**src/rtl/dvs_ravens_pkg.sv**
```systemverilog
// -----------------------------------------------------------------------------
// dvs_ravens_pkg
// Shared widths and types for the DVS camera -> RAVENS event path.
//   DVS_X_ADDR_BITS / DVS_Y_ADDR_BITS : pixel address widths
//   TIMESTAMP_US_BITS                 : event timestamp width (microseconds)
//   dvs_event_t                       : one address event {x, y, timestamp, polarity}
//   out_state_e                       : arbiter output register state
// -----------------------------------------------------------------------------
package dvs_ravens_pkg;

  localparam int DVS_X_ADDR_BITS   = 10;
  localparam int DVS_Y_ADDR_BITS   = 10;
  localparam int TIMESTAMP_US_BITS = 24;

  typedef struct packed {
    logic [DVS_X_ADDR_BITS-1:0]   x;
    logic [DVS_Y_ADDR_BITS-1:0]   y;
    logic [TIMESTAMP_US_BITS-1:0] timestamp;
    logic                         polarity;
  } dvs_event_t;

  typedef enum logic {
    OUT_EMPTY = 1'b0,
    OUT_VALID = 1'b1
  } out_state_e;

endpackage

```
**src/rtl/dvs_event_slot.sv**
```systemverilog
// -----------------------------------------------------------------------------
// dvs_event_slot
// One-entry holding register for a single DVS receiver channel.
// Optional feature macro: DVS_ARB_DROP_COUNT_EN (saturating drop counter).
// Ports:
//   clk, rst    : clock, asynchronous active-high reset
//   strobe      : single-cycle new-event pulse from the receiver
//   event_in    : event carried with the strobe
//   grant       : slot contents are moved to the output register this cycle
//   full        : slot occupied
//   event_out   : registered slot contents
//   drop_count  : saturating count of dropped events (macro only)
// -----------------------------------------------------------------------------
module dvs_event_slot
  import dvs_ravens_pkg::*;
#(
  parameter int DROP_CNT_BITS = 16
) (
  input  logic       clk,
  input  logic       rst,
  input  logic       strobe,
  input  dvs_event_t event_in,
  input  logic       grant,
  output logic       full,
  output dvs_event_t event_out
`ifdef DVS_ARB_DROP_COUNT_EN
  ,
  output logic [DROP_CNT_BITS-1:0] drop_count
`endif
);

  if (DROP_CNT_BITS < 1) begin : g_param_check
    $error("dvs_event_slot: DROP_CNT_BITS must be at least 1");
  end

  logic       full_reg;
  dvs_event_t event_reg;
  logic       fill;

  // A slot being granted this cycle is vacated, so a simultaneous strobe
  // refills it instead of being dropped.
  assign fill = strobe && (!full_reg || grant);

  always_ff @(posedge clk or posedge rst) begin
    if (rst) begin
      full_reg  <= 1'b0;
      event_reg <= '0;
    end else begin
      if (fill) begin
        full_reg  <= 1'b1;
        event_reg <= event_in;
      end else if (grant) begin
        full_reg <= 1'b0;
      end
    end
  end

  assign full      = full_reg;
  assign event_out = event_reg;

`ifdef DVS_ARB_DROP_COUNT_EN
  logic                     drop;
  logic [DROP_CNT_BITS-1:0] drop_cnt_reg;

  assign drop = strobe && full_reg && !grant;

  always_ff @(posedge clk or posedge rst) begin
    if (rst) begin
      drop_cnt_reg <= '0;
    end else if (drop && !(&drop_cnt_reg)) begin
      drop_cnt_reg <= drop_cnt_reg + DROP_CNT_BITS'(1);
    end
  end

  assign drop_count = drop_cnt_reg;
`endif

endmodule

```
**src/rtl/dvs_event_arbiter.sv**
```systemverilog
// -----------------------------------------------------------------------------
// dvs_event_arbiter
// Round-robin arbiter sharing one registered valid/ready event port between
// NUM_SRC DVS receiver channels. Each channel has a one-entry slot; events
// arriving while the slot is occupied (and not being granted) are dropped.
// Optional feature macro: DVS_ARB_DROP_COUNT_EN adds per-source saturating
// drop counters and the drop_count port.
// Ports:
//   clk, rst               : clock, asynchronous active-high reset
//   src_new_event[i]       : per-source event strobe
//   src_event_x/y/timestamp: packed per-source fields, source i at [i*W +: W]
//   src_event_polarity[i]  : per-source polarity
//   out_valid / out_ready  : output handshake
//   out_x/y/timestamp/polarity, out_src : granted event and its source index
//   slot_full              : per-source slot occupancy
//   drop_count             : packed per-source drop counters (macro only)
// -----------------------------------------------------------------------------
module dvs_event_arbiter
  import dvs_ravens_pkg::*;
#(
  parameter  int NUM_SRC       = 2,
  parameter  int DROP_CNT_BITS = 16,
  localparam int SRC_W         = (NUM_SRC > 1) ? $clog2(NUM_SRC) : 1
) (
  input  logic                                 clk,
  input  logic                                 rst,
  input  logic [NUM_SRC-1:0]                   src_new_event,
  input  logic [NUM_SRC*DVS_X_ADDR_BITS-1:0]   src_event_x,
  input  logic [NUM_SRC*DVS_Y_ADDR_BITS-1:0]   src_event_y,
  input  logic [NUM_SRC*TIMESTAMP_US_BITS-1:0] src_event_timestamp,
  input  logic [NUM_SRC-1:0]                   src_event_polarity,
  output logic                                 out_valid,
  input  logic                                 out_ready,
  output logic [DVS_X_ADDR_BITS-1:0]           out_x,
  output logic [DVS_Y_ADDR_BITS-1:0]           out_y,
  output logic [TIMESTAMP_US_BITS-1:0]         out_timestamp,
  output logic                                 out_polarity,
  output logic [SRC_W-1:0]                     out_src,
  output logic [NUM_SRC-1:0]                   slot_full
`ifdef DVS_ARB_DROP_COUNT_EN
  ,
  output logic [NUM_SRC*DROP_CNT_BITS-1:0]     drop_count
`endif
);

  if (NUM_SRC < 2 || NUM_SRC > 8 || DROP_CNT_BITS < 1) begin : g_param_check
    $error("dvs_event_arbiter: NUM_SRC must be 2..8 and DROP_CNT_BITS >= 1");
  end

  out_state_e       state_reg;
  out_state_e       state_next;
  dvs_event_t       out_event_reg;
  logic [SRC_W-1:0] out_src_reg;
  logic [SRC_W-1:0] last_grant_reg;

  dvs_event_t       slot_event [NUM_SRC];
  logic [NUM_SRC-1:0] slot_grant;

  logic             out_free;
  logic             grant_found;
  logic             grant_en;
  logic [SRC_W-1:0] grant_idx;

  // ---------------------------------------------------------------------------
  // Per-source slots
  // ---------------------------------------------------------------------------
  for (genvar gi = 0; gi < NUM_SRC; gi++) begin : g_slot
    dvs_event_t ev_in;

    assign ev_in.x         = src_event_x[gi*DVS_X_ADDR_BITS +: DVS_X_ADDR_BITS];
    assign ev_in.y         = src_event_y[gi*DVS_Y_ADDR_BITS +: DVS_Y_ADDR_BITS];
    assign ev_in.timestamp = src_event_timestamp[gi*TIMESTAMP_US_BITS +: TIMESTAMP_US_BITS];
    assign ev_in.polarity  = src_event_polarity[gi];

    assign slot_grant[gi] = grant_en && (grant_idx == SRC_W'(gi));

    dvs_event_slot #(
      .DROP_CNT_BITS(DROP_CNT_BITS)
    ) u_slot (
      .clk       (clk),
      .rst       (rst),
      .strobe    (src_new_event[gi]),
      .event_in  (ev_in),
      .grant     (slot_grant[gi]),
      .full      (slot_full[gi]),
      .event_out (slot_event[gi])
`ifdef DVS_ARB_DROP_COUNT_EN
      ,
      .drop_count(drop_count[gi*DROP_CNT_BITS +: DROP_CNT_BITS])
`endif
    );
  end

  // ---------------------------------------------------------------------------
  // Round-robin search. Only registered slot occupancy is considered, so an
  // event never passes from strobe to output in a single cycle.
  // ---------------------------------------------------------------------------
  always_comb begin
    grant_found = 1'b0;
    grant_idx   = '0;
    for (int k = 1; k <= NUM_SRC; k++) begin
      for (int j = 0; j < NUM_SRC; j++) begin
        if (!grant_found && slot_full[j] &&
            (j == ((int'(last_grant_reg) + k) % NUM_SRC))) begin
          grant_found = 1'b1;
          grant_idx   = SRC_W'(j);
        end
      end
    end
  end

  // ---------------------------------------------------------------------------
  // Output register state machine
  // ---------------------------------------------------------------------------
  always_comb begin
    out_free   = (state_reg == OUT_EMPTY) || out_ready;
    grant_en   = out_free && grant_found;
    state_next = state_reg;
    if (out_free) begin
      state_next = grant_found ? OUT_VALID : OUT_EMPTY;
    end
  end

  always_ff @(posedge clk or posedge rst) begin
    if (rst) begin
      state_reg      <= OUT_EMPTY;
      out_event_reg  <= '0;
      out_src_reg    <= '0;
      last_grant_reg <= SRC_W'(NUM_SRC - 1);
    end else begin
      state_reg <= state_next;
      if (grant_en) begin
        out_event_reg  <= slot_event[grant_idx];
        out_src_reg    <= grant_idx;
        last_grant_reg <= grant_idx;
      end
    end
  end

  assign out_valid     = (state_reg == OUT_VALID);
  assign out_x         = out_event_reg.x;
  assign out_y         = out_event_reg.y;
  assign out_timestamp = out_event_reg.timestamp;
  assign out_polarity  = out_event_reg.polarity;
  assign out_src       = out_src_reg;

endmodule

```
**config.mk**
```make
export PLATFORM = sky130hd
export DESIGN_NAME = dvs_event_arbiter
export DESIGN_NICKNAME = d
export VERILOG_FILES = /design/src/rtl/dvs_ravens_pkg.sv /design/src/rtl/dvs_event_slot.sv /design/src/rtl/dvs_event_arbiter.sv
export SDC_FILE = /design/constraint.sdc
export NUM_CORES = 1
export LEC_CHECK = 0
export ABC_AREA = 1
export BUFFER_PORTS_ARGS = -buffer_cell sky130_fd_sc_hd__buf_2
export CAP_MARGIN = 40
export CORE_UTILIZATION = 48
export CTS_CLUSTER_SIZE = 25
export DETAILED_ROUTE_END_ITERATION = 7
export MAX_ROUTING_LAYER = met4
export PLACE_DENSITY = 0.73
export SETUP_SLACK_MARGIN = 0.5
export SKIP_CTS_REPAIR_TIMING = 1
export SYNTH_ARGS = -nofsm -noshare
export SYNTH_HDL_FRONTEND = slang
export SYNTH_SLANG_ARGS = --single-unit
```
**constraint.sdc**
```tcl
create_clock -name clk -period 4 [get_ports clk]
set_clock_uncertainty 0.2 [all_clocks]
set_input_delay 0.2 -clock clk [delete_from_list [all_inputs] [get_ports clk]]
set_output_delay 0.2 -clock clk [all_outputs]
set_load 0.005 [all_outputs]
```
==> run_results.csv, run 1 <==
group,metric,value,unit
run_status,status,"finished with violations",
run_status,violations,"design-rule violations",
setup_path,cp_num_buf_inv,3,
power,power_density,775.0,mW/mm2
clocking,htree_levels,4,
synth,netlist_top_cells_area,"dfrtp_1, nand2_1, nand3_1",
synth,synth_fa_ha_area_share,0,%
synth,avgSynthCellArea,8.810,um2
timing,fin_crit,2837,ps
synth,synth-seq-cells,140,
route,drc,11,
floorplanning,dieArea,0.01250,mm2
timing,fin_tns_setup,0,ps
setup_path,startpoint_type,"input pin",
synth,syn_nets,752,
timing,slew_headroom,41.32,%
setup_path,cp_top_family,"simple AND/OR/NAND/NOR gates",
synth,yosys-mux-area-fraction,0,%
place,hpwlAfterDp,9358,um
route,first_pass_iters,7,
timing,fin_crit_sh,70.92,%
timing,finalHoldViolCount,0,
clocking,cts_tree,"done",
floorplanning,chipWidth,111.8,um
place,place.gp.congestion,0.8066,
timing,max_freq,352.5,MHz
global_routing,antenna_found_initial,0,
worst_hold_path,whs_path_depth,3,
timing,drv_slew,0,
layout,num_antenna_cells,0,
floorplanning,coreArea,0.01156,mm2
setup_path,crit_required,4100,ps
timing,final-setup-viol-count,0,
place,place.port_buffers,143,
clocking,cts_buffers,17,
synth,synth_top_family_by_area,"simple AND/OR/NAND/NOR gates",
power,leakagePower,4.278,nW
synth,synth_cell_types,13,
synth,synth_xor_xnor_area_share,0,%
synth,yosys.area_share.simple,33.48,%
synth,synth_top_area_share,60.10,%
route,postRouteAntennaNets,0,
setup_path,rr_startpoint,"g_slot[0].u_slot.full",
setup_path,crit_path_max_fanout,47,
setup_path,critPathKind,"in -> reg",
floorplanning,start_util,50.05,%
layout,area_growth,38.98,%
global_routing,grtUsageTotal,26.02,%
floorplanning,ios,144,
worst_hold_path,min_path_type,"in -> reg",
timing,timing.hold.ws,16.24,ps
setup_path,crit_path_end_kind,"flop",
setup_path,cpPeakStageDelay,750,ps
floorplanning,rows,39,
route,finalWirelength,16050,um
flow_run,maxCapViolCount,0,
global_routing,grt_max_degree,55,
synth,synth_area_leader_cell,"dfrtp_1",
setup_path,reg2reg_to,"g_slot[1].u_slot.event_out[17]",
layout,fill_cells,855,
setup_path,cp_slowest_cell,"nand2_2",
worst_hold_path,hold_end,"g_slot[0].u_slot.event_out[40]",
route,post_drt_wl_per_cell,15.56,um
global_routing,grt_pass1_wl,24410,um
clocking,path_clk_slew,60,ps
setup_path,r2r_cells,6,
route,drtIter0Drc,406,
timing,rsz0062_at_grt,"false",
synth,synth_area,0.005788,mm2
setup_path,crit_chain,"dlygate4sd3_1 > buf_2 > inv_1 > nand2_2 > nand3_1 > nand2_2 > nand2_2 > nand2_1 > nand2_1",
clocking,cts_root_buffer,"clkbuf_16",
setup_path,arrival,2940,ps
synth,synth_warnings,0,
setup_path,cpMostUsedCell,"nand2_2",
layout,stdcell_area,0.008044,mm2
floorplanning,dieHeight,111.8,um
global_routing,grt-ovfl-total,0,
layout,largest_reg_flops,90,
clocking,insertion_delay,410,ps
route,vias_per_cell,5.224,
layout,layout-drive-gt1-share,21.73,%
synth,synth-seq-area-share,60.55,%
route,vias,5386,
synth,syn_inst,657,
layout,num-nets-final,970,
global_routing,grt_pass1_vias,4927,
power,vdd_ir_drop_max,0.0003764,V
worst_hold_path,hp-start,"src_new_event[0]",
setup_path,r2r_slack,1200,ps
clocking,cts_sinks,140,
clocking,clockBufferDepth,2,
timing,tightest_slew,877.1,ps
place,dpl_cell_area,0.006489,mm2
synth,synth_compound_area_share,0,%
-- cell usage in the layout (no fill, tap or decap) --
cell,Yosys,layout
nand2_1,327,324
buf_2,12,143
dfrtp_1,139,139
nand3_1,137,137
dlygate4sd3_1,0,92
clkbuf_16,0,17
nand2_2,4,7
clkinvlp_4,0,5
bufinv_16,0,4
clkinv_4,0,4
inv_1,4,3
buf_4,15,3
inv_2,2,2
clkinv_2,0,2
buf_16,0,2
buf_12,0,2
clkbuf_8,6,1
dfstp_2,1,1
-- kinds of logic (layout without fill, tap and decap cells) --
logic type             Yosys count  in the layout
buffers and inverters           49            280
DFF                            140            140
and+or+nand+nor                468            468
-- per-layer routing --
layer / GRT usage, % / wire length [um] / share of wire, %
met4: 8.198 / 252 / 1.6
met3: 5.770 / 1062 / 6.6
met1: 34.05 / 6825 / 43
met5: - / 0 / 0
met2: 40.50 / 7904 / 49
-- worst max path at each step --
stage / startpoint / endpoint / slack, ps / cells after the start
after floorplan: rst / g_slot[0].u_slot.event_out[0] / 1850 / 1
after global placement: g_slot[0].u_slot.full / g_slot[1].u_slot.event_out[26] / 1360 / 6
after detailed placement: g_slot[0].u_slot.full / g_slot[1].u_slot.event_out[28] / 1210 / 6
after CTS: g_slot[0].u_slot.full / g_slot[1].u_slot.event_out[17] / 1150 / 6
after global routing: out_ready / g_slot[1].u_slot.event_out[1] / 860 / 9
final: out_ready / g_slot[1].u_slot.event_out[17] / 1160 / 9
-- stage by stage --
stage | worst slack, ps | utilization [%] | power, W | cells
final | 1163 | 69.56 | 0.006234 | 1031
after global routing | 860.7 | 69.56 | 0.006670 | 1031
after CTS | 1153 | 61.59 | 0.006186 | 939
after detailed placement | 1206 | 56.11 | 0.004492 | 907
after global placement | 1361 | 55.46 | 0.004329 | 904
after floorplan | 1852 | - | 0.003898 | 657
-- worst reg2reg max path: stages, from the launching register on --
cell and delay (ps):
dfrtp_1 410, nand2_1 100, nand3_1 180, nand2_2 700
nand2_2 760, nand2_1 260, nand2_1 80
-- layout make-up --
type                       instances  area [um2]  area share (%)
clock buffer                      18       439.2           5.460
clock inverter                    14       195.2           2.427
inverter                           6       26.28          0.3266
multi-input combinational        468        1946           24.19
sequential                       140        3505           43.57
tap                              143       178.9           2.224
timing repair buffer             242        1754           21.81
-- cells in the mapped netlist --
master    count
buf_1         4
buf_2        12
buf_4        15
buf_6         4
clkbuf_1      2
clkbuf_8      6
dfrtp_1     139
dfstp_2       1
inv_1         4
inv_2         2
nand2_1     327
nand2_2       4
nand3_1     137
-- power breakdown --
part           internal [W]  leakage, nW  switching [W]  total [W]
Clock               0.00106        0.298       0.000608    0.00167
Combinational      0.000767         2.25        0.00130    0.00207
Sequential          0.00211         1.73       0.000390    0.00250
Total               0.00394         4.28        0.00230    0.00623
(Power assumes the default switching activity.)
==> inputs of run 2 (changes only) <==
==> constraint.sdc (replaced) <==
create_clock -name clk -period 2.3 [get_ports clk]
set_clock_uncertainty 0.2 [all_clocks]
set_input_delay 0.115 -clock clk [delete_from_list [all_inputs] [get_ports clk]]
set_output_delay 0.115 -clock clk [all_outputs]
set_load 0.005 [all_outputs]
==> run_results.csv, run 2 (synthesis gave the netlist of run 1 again) <==
group,metric,value,unit
floorplanning,dieArea,0.01250,mm2
global_routing,grt_pass1_wl,24500,um
layout,final_common_cell,"nand2_1",
place,dp_cells,913,
global_routing,grtUsageTotal,26.58,%
layout,utilization,69.37,%
timing,slew_headroom,51.30,%
power,p_seq_share,41.0,%
timing,fin_crit,1691,ps
power,power_density,1328,mW/mm2
setup_path,crit_required,2450,ps
global_routing,grt-ovfl-total,0,
clocking,htree_levels,4,
place,dp_slack,448.0,ps
power,vdd_ir_drop_max,0.0006427,V
setup_path,crit_path_max_fanout,25,
setup_path,arrival,1840,ps
timing,setup_ws,608.8,ps
floorplanning,start_util,50.05,%
run_status,status,"finished with violations",
layout,stdcell_area,0.008023,mm2
timing,tightest_slew,730.6,ps
route,first_pass_iters,7,
layout,num-nets-final,978,
flow_run,maxCapViolCount,0,
clocking,insertion_delay,420,ps
clocking,path_clk_slew,50,ps
timing,finalHoldViolCount,0,
power,combPwrFrac,35.8,%
place,hpwlAfterDp,9595,um
floorplanning,dieHeight,111.8,um
timing,fin_tns_setup,0,ps
layout,num_antenna_cells,0,
power,intPower,0.006670,W
route,vias_per_cell,5.181,
floorplanning,coreArea,0.01156,mm2
power,leakagePower,4.290,nW
floorplanning,rows,39,
clocking,cts_buffers,17,
setup_path,startpoint_type,"flop",
global_routing,grt_max_degree,141,
place,dpl_cell_area,0.006519,mm2
timing,fin_crit_sh,73.53,%
timing,max_freq,591.3,MHz
power,clkPwrFrac,23.2,%
layout,fill_cells,902,
layout,layout_common_cells,"nand2_1, buf_2, dfrtp_1",
setup_path,crit_path_end_kind,"flop",
route,drc,10,
floorplanning,ios,144,
place,place.gp.congestion,0.8213,
layout,fin_cells,1036,
clocking,cts_root_buffer,"clkbuf_16",
power,power_switching_share,37.38,%
worst_hold_path,min_path_type,"in -> reg",
timing,drv_slew,0,
route,drtIter0Drc,400,
layout,area_growth,38.61,%
global_routing,antenna_found_initial,0,
setup_path,critPathKind,"reg -> reg",
layout,largest_reg_flops,90,
place,place.port_buffers,143,
clocking,clockBufferDepth,2,
global_routing,grt_pass1_vias,4920,
timing,final-setup-viol-count,0,
run_status,violations,"design-rule violations",
clocking,cts_sinks,140,
timing,rsz0062_at_grt,"false",
clocking,cts_tree,"done",
route,vias,5368,
route,finalWirelength,16500,um
route,post_drt_wl_per_cell,15.92,um
layout,layout-drive-gt1-share,21.61,%
floorplanning,chipWidth,111.8,um
route,postRouteAntennaNets,0,
power,power.switching,0.003981,W
==> run 2: cell types whose count changed in the layout (fill, tap and decap cells not counted), sizes merged <==
cell,change
bufinv,-4
clkbuf,+10
dlygate4sd3,+1
clkinvlp,-4
buf,+7
clkinv,-5
==> run 2: worst max-delay path: stages (launching register included) <==
cell and delay (ps):
dfstp_2 530, nand2_1 70, nand2_1 80, nand3_2 100, inv_2 210, buf_6 260, nand2_1 90, nand3_1 90
==> run 2: worst paths after layout <==
kind / cells after the start / start / to / slack, ps
min: 3 / src_new_event[1] / g_slot[1].u_slot.event_out[41] / 60
max reg2reg: 7 / last_grant_reg / out_timestamp[3] / 610
max in group asynchronous: 4 / rst / g_slot[0].u_slot.event_out[26] / 1100
max: 7 / last_grant_reg / out_timestamp[3] / 610
min in group asynchronous: 4 / rst / out_polarity / 260
min reg2reg: 2 / g_slot[1].u_slot.event_out[32] / g_slot[1].u_slot.event_out[32] / 270
==> run 2: layer usage <==
metal | vias up | part of all wire, % | track usage (%)
met2 | 189 | 51 | 41.61
met5 | - | 0 | -
met3 | 35 | 5.5 | 5.280
li1 | 2537 | - | -
met4 | 0 | 2.0 | 9.910
met1 | 2607 | 41 | 34.38
==> run 2: final cells by class <==
cell class / count / area [um2] / area share [%]
flip-flops and latches: 140 / 3505 / 43.68
clock inverters: 1 / 5.005 / 0.06238
repair buffers: 250 / 1821 / 22.69
inverters: 6 / 26.28 / 0.3275
multi-input cells: 468 / 1961 / 24.44
clock buffers: 28 / 526.8 / 6.566
well taps: 143 / 178.9 / 2.230
==> run 2: power groups by stage <==
stage	combinational [W]	sequential [W]	clock, W
5_1_grt	0.00432	0.00450	0.00262
3_5_place_dp	0.00358	0.00435	0
2_1_floorplan	0.00254	0.00424	0
3_3_place_gp	0.00344	0.00432	0
4_1_cts	0.00361	0.00434	0.00251
6_report	0.00381	0.00437	0.00248
==> run 2: stage by stage <==
step	hold WS, ps	power [W]
after global placement	146.4	0.007759
after global routing	50.86	0.01143
after floorplan	59.55	0.006780
after detailed placement	151.4	0.007936
after CTS	-285.0	0.01046
final	59.10	0.01065
==> inputs of run 3 (changes only) <==
==> constraint.sdc (replaced) <==
create_clock -name clk -period 1.5 [get_ports clk]
set_clock_uncertainty 0.2 [all_clocks]
set_input_delay 0.075 -clock clk [delete_from_list [all_inputs] [get_ports clk]]
set_output_delay 0.075 -clock clk [all_outputs]
set_load 0.005 [all_outputs]
==> run_results.csv, run 3 (synthesis gave the netlist of run 1 again) <==
group,metric,value,unit
run_status,status,"finished with violations",
run_status,violations,"design-rule violations, negative hold slack, negative setup slack",
route,vias,6040,
global_routing,grt_max_degree,80,
timing,rsz0062_at_grt,"true",
worst_hold_path,hold_end,"out_valid",
layout,layout_common_cells,"nand2_1, buf_2, dfrtp_1",
layout,num_antenna_cells,0,
timing,finalHoldViolCount,15,
setup_path,r2r_slack,-190,ps
floorplanning,dieArea,0.01250,mm2
floorplanning,start_util,50.05,%
floorplanning,dieHeight,111.8,um
setup_path,cpPeakStageDelay,560,ps
timing,tightest_slew,436.4,ps
setup_path,cp_num_buf_inv,1,
route,first_pass_iters,8,
setup_path,cpMostUsedCell,"nand2_8",
timing,slew_headroom,70.91,%
timing,timing.hold.ws,-212.5,ps
global_routing,grt-ovfl-total,0,
clocking,clockBufferDepth,2,
timing,final-setup-viol-count,138,
timing,fin_crit_sh,112.5,%
floorplanning,ios,144,
worst_hold_path,min_path_type,"in -> reg",
setup_path,crit_required,1650,ps
clocking,htree_levels,4,
place,dpl_cell_area,0.007059,mm2
layout,largest_reg_flops,90,
layout,num-nets-final,1033,
power,vdd_ir_drop_max,0.001289,V
setup_path,crit_path_end_kind,"flop",
route,drtIter0Drc,564,
setup_path,critPathKind,"reg -> reg",
global_routing,grt_pass1_vias,5102,
place,place.port_buffers,143,
layout,utilization,84.34,%
timing,max_freq,592.5,MHz
setup_path,cp_top_family,"simple AND/OR/NAND/NOR gates",
setup_path,rr_startpoint,"last_grant_reg",
floorplanning,rows,39,
worst_hold_path,whs_path_depth,4,
route,finalWirelength,21460,um
setup_path,reg2reg_to,"g_slot[1].u_slot.event_out[13]",
power,leakagePower,4.970,nW
clocking,cts_root_buffer,"clkbuf_16",
global_routing,antenna_found_initial,0,
layout,final_common_cell,"nand2_1",
layout,area_growth,68.53,%
setup_path,cp_slowest_cell,"dfstp_2",
layout,layout-drive-gt1-share,44.58,%
power,power_density,2220,mW/mm2
setup_path,r2r_cells,7,
route,post_drt_wl_per_cell,19.61,um
worst_hold_path,hp-start,"out_ready",
setup_path,crit_path_max_fanout,7,
route,vias_per_cell,5.521,
route,drc,8,
clocking,path_clk_slew,60,ps
setup_path,startpoint_type,"flop",
setup_path,arrival,1840,ps
flow_run,maxCapViolCount,0,
place,place.gp.congestion,0.8372,
timing,fin_crit,1688,ps
place,hpwlAfterDp,9759,um
layout,stdcell_area,0.009754,mm2
floorplanning,chipWidth,111.8,um
floorplanning,coreArea,0.01156,mm2
global_routing,grtUsageTotal,26.37,%
setup_path,crit_chain,"nand2_4 > nand3_4 > nand2_8 > nand2_8 > clkbuf_16 > nand2_2 > nand2_1",
clocking,cts_tree,"done",
timing,drv_slew,0,
clocking,cts_buffers,17,
timing,setup_ws,-187.7,ps
global_routing,grt_pass1_wl,24720,um
clocking,insertion_delay,420,ps
route,postRouteAntennaNets,0,
clocking,cts_sinks,140,
run 3: how the worst max path moves through the flow:
stage | endpoint | start | depth (start not counted)
global placement | out_y[2] | out_valid | 5
CTS | g_slot[0].u_slot.event_out[15] | last_grant_reg | 8
detailed placement | g_slot[0].u_slot.event_out[4] | last_grant_reg | 8
floorplan | g_slot[0].u_slot.event_out[0] | rst | 1
global route | out_timestamp[1] | g_slot[0].u_slot.full | 8
finish | g_slot[1].u_slot.event_out[13] | last_grant_reg | 7
run 3: report_power, final:
part | internal, W | switching [W] | total [W]
sequential | 0.00564 | 0.00141 | 0.00705
combinational | 0.00454 | 0.00537 | 0.00991
clock | 0.00308 | 0.00161 | 0.00469
total | 0.0133 | 0.00840 | 0.0217
run 3: layout make-up:
type                            instances  area, um2
Clock inverter                         11      188.9
Clock buffer                           21      470.5
Multi-Input combinational cell        469       2764
Inverter                                6      43.79
Tap cell                              143      178.9
Timing Repair Buffer                  304       2603
Sequential cell                       140       3506
Fill cell                             567       1810
run 3: worst register-to-register path, cell delays in order, from the launching register on:
cell	delay, ps
dfstp_2	560
nand2_4	80
nand3_4	140
nand2_8	120
nand2_8	170
clkbuf_16	200
nand2_2	70
nand2_1	90
run 3: through the flow:
step	TNS (ps)	setup slack (ps)	power, W	hold slack (ps)	instances
2_1_floorplan	-74870	-523.3	0.01119	-0.9514	657
3_3_place_gp	-3728	-83.52	0.01281	26.37	924
3_5_place_dp	-7309	-116.1	0.01306	29.28	924
4_1_cts	-9986	-133.2	0.01778	-408.7	956
5_1_grt	-23170	-227.4	0.02261	-221.9	1094
6_report	-16550	-187.7	0.02165	-212.5	1094
run 3: metal layers:
layer  up-vias  routed length [um]  track usage [%]
met3        86                1735            6.696
li1       2666                   -                -
met5         -                   0                -
met4         0                 900            9.279
met1      2928                7703            32.44
met2       360               11120            42.28
